<file path="config.mk">
export PLATFORM = sky130hd
export DESIGN_NAME = div_sequencer
export DESIGN_NICKNAME = d
export VERILOG_FILES = /design/src/rtl/div_sequencer.sv
export SDC_FILE = /design/constraint.sdc
export NUM_CORES = 1
export LEC_CHECK = 0
export ABC_AREA = 1
export BUFFER_PORTS_ARGS = -buffer_cell sky130_fd_sc_hd__buf_2
export CORE_AREA = 2 2 110 112
export DETAILED_ROUTE_END_ITERATION = 8
export DIE_AREA = 0 0 112 114
export PLACE_DENSITY_LB_ADDON = 0.25
export SYNTH_ARGS = -nofsm -noshare
export SYNTH_HDL_FRONTEND = slang
export SYNTH_SLANG_ARGS = --single-unit
</file>
<file path="constraint.sdc">
create_clock -name clock -period 3.5 [get_ports clock]
set_input_delay 0.175 -clock clock [delete_from_list [all_inputs] [get_ports clock]]
set_output_delay 0.175 -clock clock [all_outputs]
set_load 0.02 [all_outputs]
</file>
<file path="src/rtl/div_sequencer.sv">
// Sequencer for the shared multi-cycle signed divider. It accepts one divide at a time,
// issues the start pulse, collects the quotient and holds it until writeback takes it.
module div_sequencer #(
   parameter int TAG_W   = 5,
   parameter int TIMEOUT = 40
) (
   input  logic             clock,
   input  logic             reset,
   input  logic             req_valid,
   output logic             req_ready,
   input  logic [31:0]      req_a,
   input  logic [31:0]      req_b,
   input  logic [TAG_W-1:0] req_tag,
   input  logic             flush,
   output logic [31:0]      div_operandA,
   output logic [31:0]      div_operandB,
   output logic             ctrl_DIV,
   input  logic             div_ready,
   input  logic [31:0]      div_result,
   input  logic             div_exception,
   output logic             wb_valid,
   input  logic             wb_ready,
   output logic [31:0]      wb_data,
   output logic [TAG_W-1:0] wb_tag,
   output logic             wb_exception,
   output logic             busy_tag_valid,
   output logic [TAG_W-1:0] busy_tag,
   output logic             timeout_err,
   output logic [2:0]       state_dbg
);

   localparam int CNT_W = $clog2(TIMEOUT + 1);
   localparam logic [CNT_W-1:0] CNT_LAST = CNT_W'(TIMEOUT - 1);
   localparam logic [CNT_W-1:0] CNT_MAX  = '1;

   typedef enum logic [2:0] {
      IDLE  = 3'd0,
      START = 3'd1,
      WAIT  = 3'd2,
      DONE  = 3'd3,
      DRAIN = 3'd4
   } state_t;

   state_t           state;
   logic [CNT_W-1:0] wd_cnt;
   logic [31:0]      op_a;
   logic [31:0]      op_b;
   logic [TAG_W-1:0] tag_q;
   logic [31:0]      wb_data_q;
   logic [TAG_W-1:0] wb_tag_q;
   logic             wb_exc_q;
   logic             timeout_q;

   // Handshakes: a request transfers on a cycle with req_valid & req_ready; a result
   // transfers on a cycle with wb_valid & wb_ready. Neither side may retract data
   // early, and the result registers hold stable while wb_valid is high.
   assign req_ready      = (state == IDLE) & ~flush;
   assign ctrl_DIV       = (state == START) & ~flush;
   assign wb_valid       = (state == DONE);
   assign busy_tag_valid = (state == START) | (state == WAIT) | (state == DONE);
   assign busy_tag       = tag_q;
   assign div_operandA   = op_a;
   assign div_operandB   = op_b;
   assign wb_data        = wb_data_q;
   assign wb_tag         = wb_tag_q;
   assign wb_exception   = wb_exc_q;
   assign timeout_err    = timeout_q;
   assign state_dbg      = state;

   always_ff @(posedge clock or posedge reset) begin
      if (reset) begin
         state     <= IDLE;
         wd_cnt    <= '0;
         op_a      <= '0;
         op_b      <= '0;
         tag_q     <= '0;
         wb_data_q <= '0;
         wb_tag_q  <= '0;
         wb_exc_q  <= 1'b0;
         timeout_q <= 1'b0;
      end else begin
         // The watchdog spans WAIT and DRAIN together so a flushed divide cannot reset it.
         if ((state == WAIT || state == DRAIN) && wd_cnt != CNT_MAX) begin
            wd_cnt <= wd_cnt + 1'b1;
         end

         case (state)
            IDLE: begin
               if (req_valid && !flush) begin
                  op_a  <= req_a;
                  op_b  <= req_b;
                  tag_q <= req_tag;
                  state <= START;
               end
            end

            START: begin
               wd_cnt <= '0;
               state  <= flush ? IDLE : WAIT;
            end

            WAIT: begin
               if (flush) begin
                  // A result arriving with the flush is simply dropped; otherwise the
                  // divider is still busy and has to finish before it can be reused.
                  state <= div_ready ? IDLE : DRAIN;
               end else if (div_ready) begin
                  wb_data_q <= div_result;
                  wb_exc_q  <= div_exception;
                  wb_tag_q  <= tag_q;
                  state     <= DONE;
               end else if (wd_cnt >= CNT_LAST) begin
                  timeout_q <= 1'b1;
                  wb_data_q <= '0;
                  wb_exc_q  <= 1'b1;
                  wb_tag_q  <= tag_q;
                  state     <= DONE;
               end
            end

            DONE: begin
               if (flush || wb_ready) begin
                  state <= IDLE;
               end
            end

            DRAIN: begin
               if (div_ready) begin
                  state <= IDLE;
               end else if (wd_cnt >= CNT_LAST) begin
                  timeout_q <= 1'b1;
                  state     <= IDLE;
               end
            end

            default: state <= IDLE;
         endcase
      end
   end

endmodule
</file>
==> results.rst, run 1 <==
.. list-table::
   :header-rows: 1

   * - Metric
     - Value
   * - Via count of the first global-routing pass
     - 4887
   * - Area fraction of the dominant cell type after synthesis
     - 0.613
   * - Post-synthesis average cell area
     - 8.56 µm²
   * - Detailed Route WL
     - roughly 14 mm
   * - Resized cells post-CTS
     - 0
   * - Switching part of the total
     - 0.397
   * - Top layer used by detailed routing
     - met4
   * - Worst EP required
     - 3.32 ns
   * - Drt first pass iters
     - 5
   * - Routed length on met1
     - between 5 and 6 mm
   * - Post-route standard cell area excluding fillers
     - 7520 µm²
   * - Critical path launch point type
     - flop
   * - Vert. Die Dim
     - 114 µm
   * - Worst-Margin Slew
     - 1.16 ns
   * - Dpl hpwl
     - 8.80 mm
   * - Type of the most critical hold path
     - primary input to flop
   * - Minimum hold slack
     - 0.0132 ns
   * - Number of cell rows
     - 40
   * - Global-route wire length before repair
     - between 20 and 25 mm
   * - Power density over the cells
     - slightly above 900 nW/µm²
   * - Number of slew-limit violations in the final report
     - 0
   * - Count of hold buffers inserted by post-cts repair
     - 87
   * - Top delay family on crit path
     - buffers and inverters
   * - Biggest fanout along the worst timing path
     - 70
   * - Number of enable-type register cells in the synthesized netlist
     - 0
   * - Core Area
     - approximately 12000 µm²
   * - Final total power
     - around 7 mW
   * - Synth area leader
     - sky130_fd_sc_hd__dfrtp_1
   * - Most frequently used cell type in the post-synthesis netlist
     - sky130_fd_sc_hd__nand2_1
   * - Peak ir drop on the vdd network
     - between 0.0006 and 0.0007 V
   * - Achievable clock frequency
     - 429 MHz
   * - Post-placement cell area
     - 5980 µm²
   * - Starting Density
     - 0.408
   * - Total grt overflow
     - 0
   * - Crit path capture type
     - output port
   * - Buf/Inv on CP
     - 2
   * - Root buffer selected by CTS
     - sky130_fd_sc_hd__clkbuf_16
   * - Netlist area before placement
     - 4780 µm²
   * - Critical Path Max Stage Delay
     - 0.53 ns
   * - Largest cells by area after synthesis
     - sky130_fd_sc_hd__dfrtp_1 (61%), sky130_fd_sc_hd__nand2_1 (22%), sky130_fd_sc_hd__nand3_1 (8.7%), sky130_fd_sc_hd__buf_2 (1.6%), sky130_fd_sc_hd__inv_1 (1.2%)
   * - Setup slack, reg-to-reg
     - 1.37 ns
   * - Drc violations
     - 0
   * - Register bit total from synthesis
     - roughly 120
   * - Sum of negative setup slack
     - 0 ns
   * - Number of maximum-capacitance violations
     - 0
   * - TritonCTS sink count
     - about 120
   * - WL/cell
     - 13.9 µm
   * - Clock tree buffer depth
     - 2
   * - Via count
     - a little under 5000
   * - Category of the most critical setup path
     - flop to output port
   * - CTS tree
     - yes
   * - I/O Pins
     - 223
   * - Fraction of the cycle the final worst path needs
     - 0.665
   * - Final worst clock skew
     - 0.00669 ns
   * - Internal Dissipation
     - 4.22 mW
   * - Hold violation total from the final report
     - 0
   * - Cts bufs inserted
     - 17
   * - Number of vias per cell
     - 4.77
   * - Number of buffers added for setup after CTS
     - 0
   * - Number of endpoints failing setup at the final stage
     - 0
   * - Clock slew seen by the registers of the worst setup and hold paths
     - 0.05 ns
   * - Shortest clock period the worst path allows after layout
     - 2.33 ns
   * - Share of cells above drive strength 1
     - 0.306
   * - Wire length on met3
     - 1.15 mm
   * - Pin count of the biggest net entering global routing
     - 71
   * - Syn_nets
     - 667
   * - Post-synthesis sequential area ratio
     - 0.613
   * - Total met2 wirelength after detailed routing
     - 6.97 mm
   * - # diodes
     - 0
   * - Clock latency reported for the late side of the worst-skew pair
     - 0.41 ns
   * - YS warnings
     - 0
   * - Final ANT Viol Nets
     - 0
   * - Total die area
     - 12800 µm²
   * - Fraction of registers with async set/reset
     - 1.00
   * - RSZ-0062 raised after global routing
     - no
   * - IO buf count
     - 222
   * - Die span in x
     - 112 µm
   * - Count of different cell masters after synthesis
     - 18
   * - Share of total power in combinational logic
     - 0.383
   * - Top cells by instance count after synthesis
     - sky130_fd_sc_hd__nand2_1 (283), sky130_fd_sc_hd__dfrtp_1 (117), sky130_fd_sc_hd__nand3_1 (83)
   * - Clock power frac
     - 0.277
   * - Placer Congestion
     - ~0.86
   * - Overall track demand over capacity in global routing
     - 0.227
   * - Worst slew margin
     - 0.224
   * - Gate count after technology mapping
     - 558
   * - Leak pwr
     - 4.31 nW
   * - CP cell instances
     - nor2_2 -> nand2_2 -> nor2_4 -> buf_4 -> buf_2
   * - Status
     - finished, final reports clean
   * - Number of nets in the layout
     - roughly 970
   * - CTS H-tree depth
     - 4
   * - Net switching power
     - approximately 2.8 mW
   * - Worst Path Arrival
     - ~2.2 ns
   * - Slowest library cell on the worst path
     - sky130_fd_sc_hd__buf_4
   * - Area growth from synthesis to layout
     - 57.4%
   * - Number of DRC markers in iteration 0
     - about 290
   * - Initial antenna violation count
     - 0
   * - Post-synth top flop
     - sky130_fd_sc_hd__dfrtp_1
   * - Part of the total power dissipated in sequential elements
     - 0.340
[power groups by stage]
stage | clock network (mW) | logic (mW) | registers [mW]
after floorplan | 0 | 0.866 | 3.14
after detailed placement | 0 | 2.62 | 2.37
after CTS | 1.97 | 2.69 | 2.37
after global placement | 0 | 2.57 | 2.35
final | 1.94 | 2.68 | 2.38
after global routing | 2.03 | 2.94 | 2.46
[final timing paths]
path                       cells past startpoint                            to                     start
setup / recovery                               5                     req_ready  state_dbg[1]$_DFFE_PP0P_
hold / removal                                 3  div_operandB[31]$_DFFE_PP0P_                 req_b[31]
setup reg to reg                               9       wb_data[18]$_DFFE_PP0P_     wd_cnt[0]$_DFFE_PP0P_
hold reg to reg                                2         wb_tag[2]$_DFFE_PP0P_     wb_tag[2]$_DFFE_PP0P_
max in group asynchronous                      4       wb_data[15]$_DFFE_PP0P_                     reset
min in group asynchronous                      3       busy_tag[4]$_DFFE_PP0P_                     reset
[state kept, by name (all words and copies together) (netlist names)]
signal,count
busy_tag,5
div_operandB,32
wd_cnt,6
timeout_err,1
wb_tag,5
state_dbg,3
div_operandA,32
wb_exception,1
wb_data,32
[area by class of cell]
cell class	instances	area, µm²
clock buffers	23	498
clock inverters	9	170
fillers	975	4190
inverters	18	70.1
multi-input cells	394	1640
flip-flops and latches	117	2930
well taps	147	184
repair buffers	315	2030
[cells by family after synthesis]
family                     synth area share
and+or+nand+nor                       0.331
adders and majority gates           0.00262
AOI/OAI and AO/OA                   0.00891
buffers and inverters                0.0440
DFF                                   0.613
[cells in the final DEF, fill, tap and decap left out, types with 2 or more instances in the layout]
cell / count
sky130_fd_sc_hd__nand3_1: 83
sky130_fd_sc_hd__nand2_2: 2
sky130_fd_sc_hd__nand2_1: 283
sky130_fd_sc_hd__bufinv_16: 5
sky130_fd_sc_hd__clkbuf_8: 5
sky130_fd_sc_hd__nand4_1: 6
sky130_fd_sc_hd__nor2_1: 9
sky130_fd_sc_hd__clkbuf_16: 17
sky130_fd_sc_hd__inv_2: 3
sky130_fd_sc_hd__a21oi_1: 3
sky130_fd_sc_hd__dlygate4sd3_1: 87
sky130_fd_sc_hd__buf_2: 222
sky130_fd_sc_hd__dfrtp_1: 117
sky130_fd_sc_hd__inv_1: 14
sky130_fd_sc_hd__buf_4: 6
sky130_fd_sc_hd__nor2_2: 2
sky130_fd_sc_hd__clkinv_2: 4
sky130_fd_sc_hd__o21bai_1: 2
[metrics by stage]
| stage | util | instances | setup WS (ns) |
|---|---|---|---|
| 3_5_place_dp | 0.510 | 904 | 1.38 |
| 6_report | 0.642 | 1023 | 1.17 |
| 3_3_place_gp | 0.510 | 904 | 1.45 |
| 4_1_cts | 0.642 | 1023 | 1.15 |
| 5_1_grt | 0.642 | 1023 | 1.04 |
| 2_1_floorplan | - | 558 | 0.224 |
[metal layers]
layer  up-vias  GRT usage
li1       2365          -
met1      2259      0.272
met2       230      0.384
met3        27     0.0670
met4         0     0.0984
met5         -          0
[worst min-delay path: cells and delay by family]
family / cells / cell delay (ns)
buf+inv: 1 / 0.07
simple gates: 2 / 0.13
Power figures use the tool's default switching activity.
==> run 2: changes to the inputs <==
- clock period: 3.5 -> 2.1 ns (I/O delays scaled with it)
==> results.rst, run 2 (same netlist as run 1, synthesis figures left out) <==
.. list-table::
   :header-rows: 1

   * - Metric
     - Value
   * - Clock slew seen by the registers of the worst setup and hold paths
     - 0.05 ns (about the same)
   * - Drt first pass iters
     - 5 (unchanged)
   * - Global-route wire length before repair
     - 24.5 mm (was 23.1 mm)
   * - Worst Path Arrival
     - 1.88 ns (was 2.15 ns)
   * - Placer Congestion
     - 0.762 (was 0.865)
   * - CTS tree
     - yes (unchanged)
   * - Initial antenna violation count
     - 0 (unchanged)
   * - Area growth from synthesis to layout
     - 61.6% (was 57.4%)
   * - Power density over the cells
     - 1490 nW/µm² (was 931 nW/µm²)
   * - # diodes
     - 0 (unchanged)
   * - Detailed Route WL
     - 14.7 mm (was 14.3 mm)
   * - Worst EP required
     - 2.00 ns (was 3.32 ns)
   * - RSZ-0062 raised after global routing
     - no (unchanged)
   * - WL/cell
     - 14.1 µm (was 13.9 µm)
   * - Category of the most critical setup path
     - flop to output port (unchanged)
   * - Die span in x
     - 112 µm (unchanged)
   * - Vert. Die Dim
     - 114 µm (unchanged)
   * - Critical path launch point type
     - flop (unchanged)
   * - Dpl hpwl
     - 8.83 mm (was 8.80 mm)
   * - Drc violations
     - 0 (unchanged)
   * - Sum of negative setup slack
     - 0 ns (unchanged)
   * - Placed Cells incl. Taps
     - 907 (was 904)
   * - Number of maximum-capacitance violations
     - 0 (unchanged)
   * - Leak pwr
     - 4.38 nW (was 4.31 nW)
   * - Core Area
     - 11700 µm² (unchanged)
   * - Share of cells above drive strength 1
     - 0.301 (was 0.306)
   * - Final worst clock skew
     - 0.00612 ns (was 0.00669 ns)
   * - Total die area
     - 12800 µm² (unchanged)
   * - Number of endpoints failing setup at the final stage
     - 0 (unchanged)
   * - Shortest clock period the worst path allows after layout
     - ~2.0 ns
   * - Number of DRC markers in iteration 0
     - 343 (was 288)
   * - Number of nets in the layout
     - 993 (was 972)
   * - I/O Pins
     - 223 (unchanged)
   * - Fraction of the cycle the final worst path needs
     - 0.943
   * - Pin count of the biggest net entering global routing
     - 69 (was 71)
   * - IO buf count
     - 222 (unchanged)
   * - Number of vias per cell
     - 4.78 (was 4.77)
   * - Number of cell rows
     - 40 (unchanged)
   * - Final ANT Viol Nets
     - 0 (unchanged)
   * - Worst slew margin
     - 0.455 (was 0.224)
   * - Type of the most critical hold path
     - primary input to flop (unchanged)
   * - Via count of the first global-routing pass
     - 5124 (was 4887)
   * - Overall track demand over capacity in global routing
     - 0.241 (was 0.227)
   * - Achievable clock frequency
     - 505 MHz
   * - Hold violation total from the final report
     - 0 (unchanged)
   * - TritonCTS sink count
     - 117 (unchanged)
   * - Via count
     - 4988 (was 4881)
   * - Starting Density
     - 0.408 (unchanged)
   * - Number of slew-limit violations in the final report
     - 0 (unchanged)
   * - Clock tree buffer depth
     - 2 (unchanged)
   * - Status
     - finished, final reports clean (unchanged)
   * - Biggest fanout along the worst timing path
     - 47 (was 70)
   * - Worst-Margin Slew
     - 0.816 ns (was 1.16 ns)
   * - Count of placed standard cells in the final layout, fillers left out
     - 1044 (was 1023)
   * - Crit path capture type
     - output port (unchanged)
   * - Commonest non-fill, non-tap cell in the layout
     - sky130_fd_sc_hd__nand2_1 (unchanged)
   * - Total grt overflow
     - 0 (unchanged)
   * - Clock latency reported for the late side of the worst-skew pair
     - 0.41 ns (about the same)
   * - Root buffer selected by CTS
     - sky130_fd_sc_hd__clkbuf_16 (unchanged)
   * - CTS H-tree depth
     - 4 (unchanged)
   * - Top library cells by usage in the layout, fill and taps aside
     - sky130_fd_sc_hd__nand2_1 (283), sky130_fd_sc_hd__buf_2 (222), sky130_fd_sc_hd__dfrtp_1 (117), sky130_fd_sc_hd__dlygate4sd3_1 (105), sky130_fd_sc_hd__nand3_1 (83) (was sky130_fd_sc_hd__nand2_1 (283), sky130_fd_sc_hd__buf_2 (222), sky130_fd_sc_hd__dfrtp_1 (117), sky130_fd_sc_hd__dlygate4sd3_1 (87), sky130_fd_sc_hd__nand3_1 (83))
   * - Cts bufs inserted
     - 17 (unchanged)
   * - Peak ir drop on the vdd network
     - 0.000758 V (was 0.000617 V)
==> run 2: per-layer routing <==
layer  global-route usage  part of all wire  wire length, µm  vias to the layer above
met5                    0                 0                0                        -
met4                0.106             0.024              348                        0
met3               0.0760             0.087             1270                       34
met2                0.398              0.49             7150                      233
met1                0.292              0.40             5930                     2315
li1                     -                 -                -                     2406
==> run 2: what timing repair did <==
item | 4_1_cts | 5_1_grt
endpoints found under the hold margin | 136 | 0
hold buffers | 105 | 0
resized for setup | 0 | 2
setup endpoints to repair | 0 | 1
setup buffers | 0 | 0
==> run 2: per-stage QoR <==
stage	power (mW)	cell area (µm²)	utilization	setup slack (ns)	hold slack, ns
after floorplan	6.67	4780	-	0.543	0.202
after global placement	8.23	6040	0.516	0.466	0.295
after detailed placement	8.35	6040	0.516	0.399	0.296
after CTS	11.5	7710	0.659	0.0211	0.0268
after global routing	12.3	7720	0.659	0.00504	0.0427
final	11.5	7720	0.659	0.119	0.0405
==> run 2: cell type report <==
cell class | instances | area, µm²
clock buffers | 24 | 502
clock inverters | 8 | 120
fillers | 932 | 3990
inverters | 18 | 71.3
multi-input cells | 394 | 1640
flip-flops and latches | 117 | 2930
well taps | 147 | 184
repair buffers | 336 | 2270
==> run 2: critical path, stage by stage (launching register included) <==
cell and delay (ns):
sky130_fd_sc_hd__dfrtp_1 0.44, sky130_fd_sc_hd__nor2_2 0.20, sky130_fd_sc_hd__nand2_2 0.11, sky130_fd_sc_hd__nor2_4 0.13
sky130_fd_sc_hd__clkbuf_8 0.32, sky130_fd_sc_hd__buf_2 0.23
==> run 2: final timing paths <==
kind | start | end | slack [ns] | cells past startpoint
worst max-delay path | state_dbg[1]$_DFFE_PP0P_ | req_ready | 0.12 | 5
worst min-delay path | flush | state_dbg[2]$_DFFE_PP0P_ | 0.04 | 3
worst max register to register | state_dbg[1]$_DFFE_PP0P_ | busy_tag[4]$_DFFE_PP0P_ | 0.18 | 7
worst min register to register | wb_data[7]$_DFFE_PP0P_ | wb_data[7]$_DFFE_PP0P_ | 0.46 | 2
max in group asynchronous | reset | div_operandA[27]$_DFFE_PP0P_ | 0.99 | 4
min in group asynchronous | reset | div_operandB[1]$_DFFE_PP0P_ | 0.40 | 3
==> run 2: where the power goes <==
part | internal [mW] | switching (mW) | leakage, nW
sequential | 3.33 | 0.620 | 1.48
clock | 2.02 | 0.982 | 0.302
combinational | 1.52 | 3.07 | 2.60
total | 6.86 | 4.68 | 4.38
==> run 3: changes to the inputs <==
- ABC_AREA: 1 -> default
- CORE_AREA: 2 2 110 112 -> 2 2 109 111
- DIE_AREA: 0 0 112 114 -> 0 0 111 113
==> results.rst, run 3 <==
.. list-table::
   :header-rows: 1

   * - Metric
     - Value
   * - Status
     - finished, final reports clean (unchanged)
   * - Synth area leader
     - sky130_fd_sc_hd__dfrtp_1 (unchanged)
   * - Number of enable-type register cells in the synthesized netlist
     - 0 (unchanged)
   * - Number of endpoints failing setup at the final stage
     - 0 (unchanged)
   * - Placer Congestion
     - 0.784 (was 0.762)
   * - Post-synth top flop
     - sky130_fd_sc_hd__dfrtp_1 (unchanged)
   * - Hold violation total from the final report
     - 0 (unchanged)
   * - Post-placement cell area
     - 5940 µm² (was 6040 µm²)
   * - Global-route wire length before repair
     - 20.4 mm (was 24.5 mm)
   * - Core Area
     - 11300 µm² (was 11700 µm²)
   * - Root buffer selected by CTS
     - sky130_fd_sc_hd__clkbuf_16 (unchanged)
   * - Clock tree buffer depth
     - 2 (unchanged)
   * - Post-synthesis average cell area
     - 14.9 µm² (was 8.56 µm²)
   * - Most frequently used cell type in the post-synthesis netlist
     - sky130_fd_sc_hd__dfrtp_1 (was sky130_fd_sc_hd__nand2_1)
   * - CTS H-tree depth
     - 4 (unchanged)
   * - Leak pwr
     - 3.74 nW (was 4.38 nW)
   * - Peak ir drop on the vdd network
     - 0.000687 V (was 0.000758 V)
   * - Fraction of the cycle the final worst path needs
     - 0.925 (was 0.943)
   * - Vert. Die Dim
     - 113 µm (was 114 µm)
   * - Number of maximum-capacitance violations
     - 0 (unchanged)
   * - Power density over the cells
     - 1250 nW/µm² (was 1490 nW/µm²)
   * - Die span in x
     - 111 µm (was 112 µm)
   * - Cts bufs inserted
     - 17 (unchanged)
   * - Register bit total from synthesis
     - 117 (unchanged)
   * - Starting Density
     - 0.412 (was 0.408)
   * - Final ANT Viol Nets
     - 0 (unchanged)
   * - Fraction of registers with async set/reset
     - 1.00 (unchanged)
   * - Crit path capture type
     - flop (was output port)
   * - # diodes
     - 0 (unchanged)
   * - YS warnings
     - 0 (unchanged)
   * - Top library cells by usage in the layout, fill and taps aside
     - sky130_fd_sc_hd__buf_2 (222), sky130_fd_sc_hd__dfrtp_1 (117), sky130_fd_sc_hd__dlygate4sd3_1 (104), sky130_fd_sc_hd__mux2_2 (64), sky130_fd_sc_hd__a22o_1 (32) (was sky130_fd_sc_hd__nand2_1 (283), sky130_fd_sc_hd__buf_2 (222), sky130_fd_sc_hd__dfrtp_1 (117), sky130_fd_sc_hd__dlygate4sd3_1 (105), sky130_fd_sc_hd__nand3_1 (83))
   * - Worst-Margin Slew
     - 0.560 ns (was 0.816 ns)
   * - Post-synthesis sequential area ratio
     - 0.631 (was 0.613)
   * - Count of different cell masters after synthesis
     - 41 (was 18)
   * - Number of nets in the layout
     - 756 (was 993)
   * - Critical path launch point type
     - flop (unchanged)
   * - Largest cells by area after synthesis
     - sky130_fd_sc_hd__dfrtp_1 (63%), sky130_fd_sc_hd__mux2_2 (16%), sky130_fd_sc_hd__a22o_1 (6.0%), sky130_fd_sc_hd__mux2_4 (3.2%), sky130_fd_sc_hd__buf_2 (1.2%) (was sky130_fd_sc_hd__dfrtp_1 (61%), sky130_fd_sc_hd__nand2_1 (22%), sky130_fd_sc_hd__nand3_1 (8.7%), sky130_fd_sc_hd__buf_2 (1.6%), sky130_fd_sc_hd__inv_1 (1.2%))
   * - Gate count after technology mapping
     - 311 (was 558)
   * - TritonCTS sink count
     - 117 (unchanged)
   * - Final worst clock skew
     - 0.00980 ns (was 0.00612 ns)
   * - Post-layout util
     - 0.671 (was 0.659)
   * - Via count of the first global-routing pass
     - 4334 (was 5124)
   * - Total die area
     - 12500 µm² (was 12800 µm²)
   * - Total grt overflow
     - 0 (unchanged)
   * - I/O Pins
     - 223 (unchanged)
   * - Clock slew seen by the registers of the worst setup and hold paths
     - 0.05 ns (about the same)
   * - Number of slew-limit violations in the final report
     - 0 (unchanged)
   * - Drt first pass iters
     - 4 (was 5)
   * - Clock latency reported for the late side of the worst-skew pair
     - 0.41 ns (about the same)
   * - Area fraction of the dominant cell type after synthesis
     - 0.631 (was 0.613)
   * - Worst EP required
     - 2.44 ns (was 2.00 ns)
   * - Dpl hpwl
     - 7.84 mm (was 8.83 mm)
   * - Overall track demand over capacity in global routing
     - 0.205 (was 0.241)
   * - Commonest non-fill, non-tap cell in the layout
     - sky130_fd_sc_hd__buf_2 (was sky130_fd_sc_hd__nand2_1)
   * - Top cells by instance count after synthesis
     - sky130_fd_sc_hd__dfrtp_1 (117), sky130_fd_sc_hd__mux2_2 (64), sky130_fd_sc_hd__a22o_1 (32) (was sky130_fd_sc_hd__nand2_1 (283), sky130_fd_sc_hd__dfrtp_1 (117), sky130_fd_sc_hd__nand3_1 (83))
   * - Biggest fanout along the worst timing path
     - 23 (was 47)
   * - Worst Path Arrival
     - 2.28 ns (was 1.88 ns)
   * - IO buf count
     - 222 (unchanged)
   * - Area growth from synthesis to layout
     - 63.0% (was 61.6%)
   * - Initial antenna violation count
     - 0 (unchanged)
   * - Achievable clock frequency
     - 515 MHz (was 505 MHz)
   * - Final total power
     - 9.47 mW (was 11.5 mW)
   * - Worst slew margin
     - 0.627 (was 0.455)
   * - Post-route standard cell area excluding fillers
     - 7570 µm² (was 7720 µm²)
   * - Netlist area before placement
     - 4640 µm² (was 4780 µm²)
   * - Via count
     - 3935 (was 4988)
   * - Number of cell rows
     - 39 (was 40)
   * - Total of fill cells in the finished design
     - 780 (was 932)
   * - RSZ-0062 raised after global routing
     - no (unchanged)
   * - Shortest clock period the worst path allows after layout
     - 1.94 ns (was 1.98 ns)
   * - Number of DRC markers in iteration 0
     - 279 (was 343)
   * - Pin count of the biggest net entering global routing
     - 59 (was 69)
   * - Share of cells above drive strength 1
     - 0.528 (was 0.301)
   * - Detailed Route WL
     - 12.6 mm (was 14.7 mm)
   * - Category of the most critical setup path
     - flop to flop (was flop to output port)
   * - Type of the most critical hold path
     - primary input to flop (unchanged)
   * - Sum of negative setup slack
     - 0 ns (unchanged)
   * - Syn_nets
     - 420 (was 667)
   * - WL/cell
     - 15.8 µm (was 14.1 µm)
   * - CTS tree
     - yes (unchanged)
   * - Number of vias per cell
     - 4.91 (was 4.78)
   * - Drc violations
     - 0 (unchanged)
[run 3: cell families (layout without fill, tap and decap cells)]
kind of cell	after synthesis	in the layout	share of synthesized area
XOR/XNOR	2	2	0.00377
multiplexers	75	75	0.190
flip-flops	117	117	0.631
AO/OA/AOI/OAI	56	56	0.0970
buffers and inverters	28	376	0.0321
AND/OR/NAND/NOR	32	32	0.0439
adder cells (fa/ha/maj)	1	1	0.00269
[run 3: final cells by class]
type	count	area [µm²]	area share
clock buffers	21	460	0.0608
multi-input cells	166	1570	0.207
repair buffers	339	2270	0.301
inverters	6	26.3	0.00347
clock inverters	10	130	0.0172
well taps	143	179	0.0236
flip-flops and latches	117	2930	0.387
[run 3: power breakdown]
| part | switching (mW) | internal [mW] | leakage, nW |
|---|---|---|---|
| Combinational | 1.75 | 1.39 | 2.04 |
| Clock | 0.965 | 1.91 | 0.288 |
| Sequential | 0.435 | 3.02 | 1.41 |
| Total | 3.15 | 6.32 | 3.74 |
[run 3: per-layer routing]
layer,GRT usage,share of wire
met1,0.226,0.39
met2,0.358,0.52
met3,0.0552,0.061
met4,0.123,0.036
met5,0,0
[run 3: worst paths after layout]
check                           cells after the start                     from                     endpoint  slack (ns)
worst max-delay path                                6    wd_cnt[0]$_DFFE_PP0P_      wb_data[24]$_DFFE_PP0P_        0.16
worst min-delay path                                3                req_valid     state_dbg[0]$_DFFE_PP0P_        0.07
worst max register to register                      6    wd_cnt[0]$_DFFE_PP0P_      wb_data[24]$_DFFE_PP0P_        0.16
worst min register to register                      1  timeout_err$_DFFE_PP0P_      timeout_err$_DFFE_PP0P_        0.47
max in group asynchronous                           4                    reset      busy_tag[3]$_DFFE_PP0P_        1.16
min in group asynchronous                           3                    reset  div_operandA[8]$_DFFE_PP0P_        0.29
[run 3: through the flow]
| step | hold slack, ns | cells | setup slack (ns) |
|---|---|---|---|
| 2_1_floorplan | 0.210 | 311 | 0.190 |
| 3_3_place_gp | 0.156 | 667 | 0.209 |
| 3_5_place_dp | 0.164 | 667 | 0.156 |
| 4_1_cts | 0.0471 | 802 | 0.141 |
| 5_1_grt | 0.0927 | 802 | 0.0377 |
| 6_report | 0.0718 | 802 | 0.156 |
[run 3: what timing repair did]
item,CTS,global route
setup buffers,0,0
gates resized for setup,0,0
hold buffers,104,0
hold endpoints to repair,123,0
[run 3: critical path, cell delays in order, from the launching register on]
cell	delay (ns)
sky130_fd_sc_hd__dfrtp_1	0.41
sky130_fd_sc_hd__ha_1	0.23
sky130_fd_sc_hd__a211o_1	0.35
sky130_fd_sc_hd__o211ai_1	0.27
sky130_fd_sc_hd__buf_12	0.20
sky130_fd_sc_hd__buf_4	0.23
sky130_fd_sc_hd__a22o_1	0.17
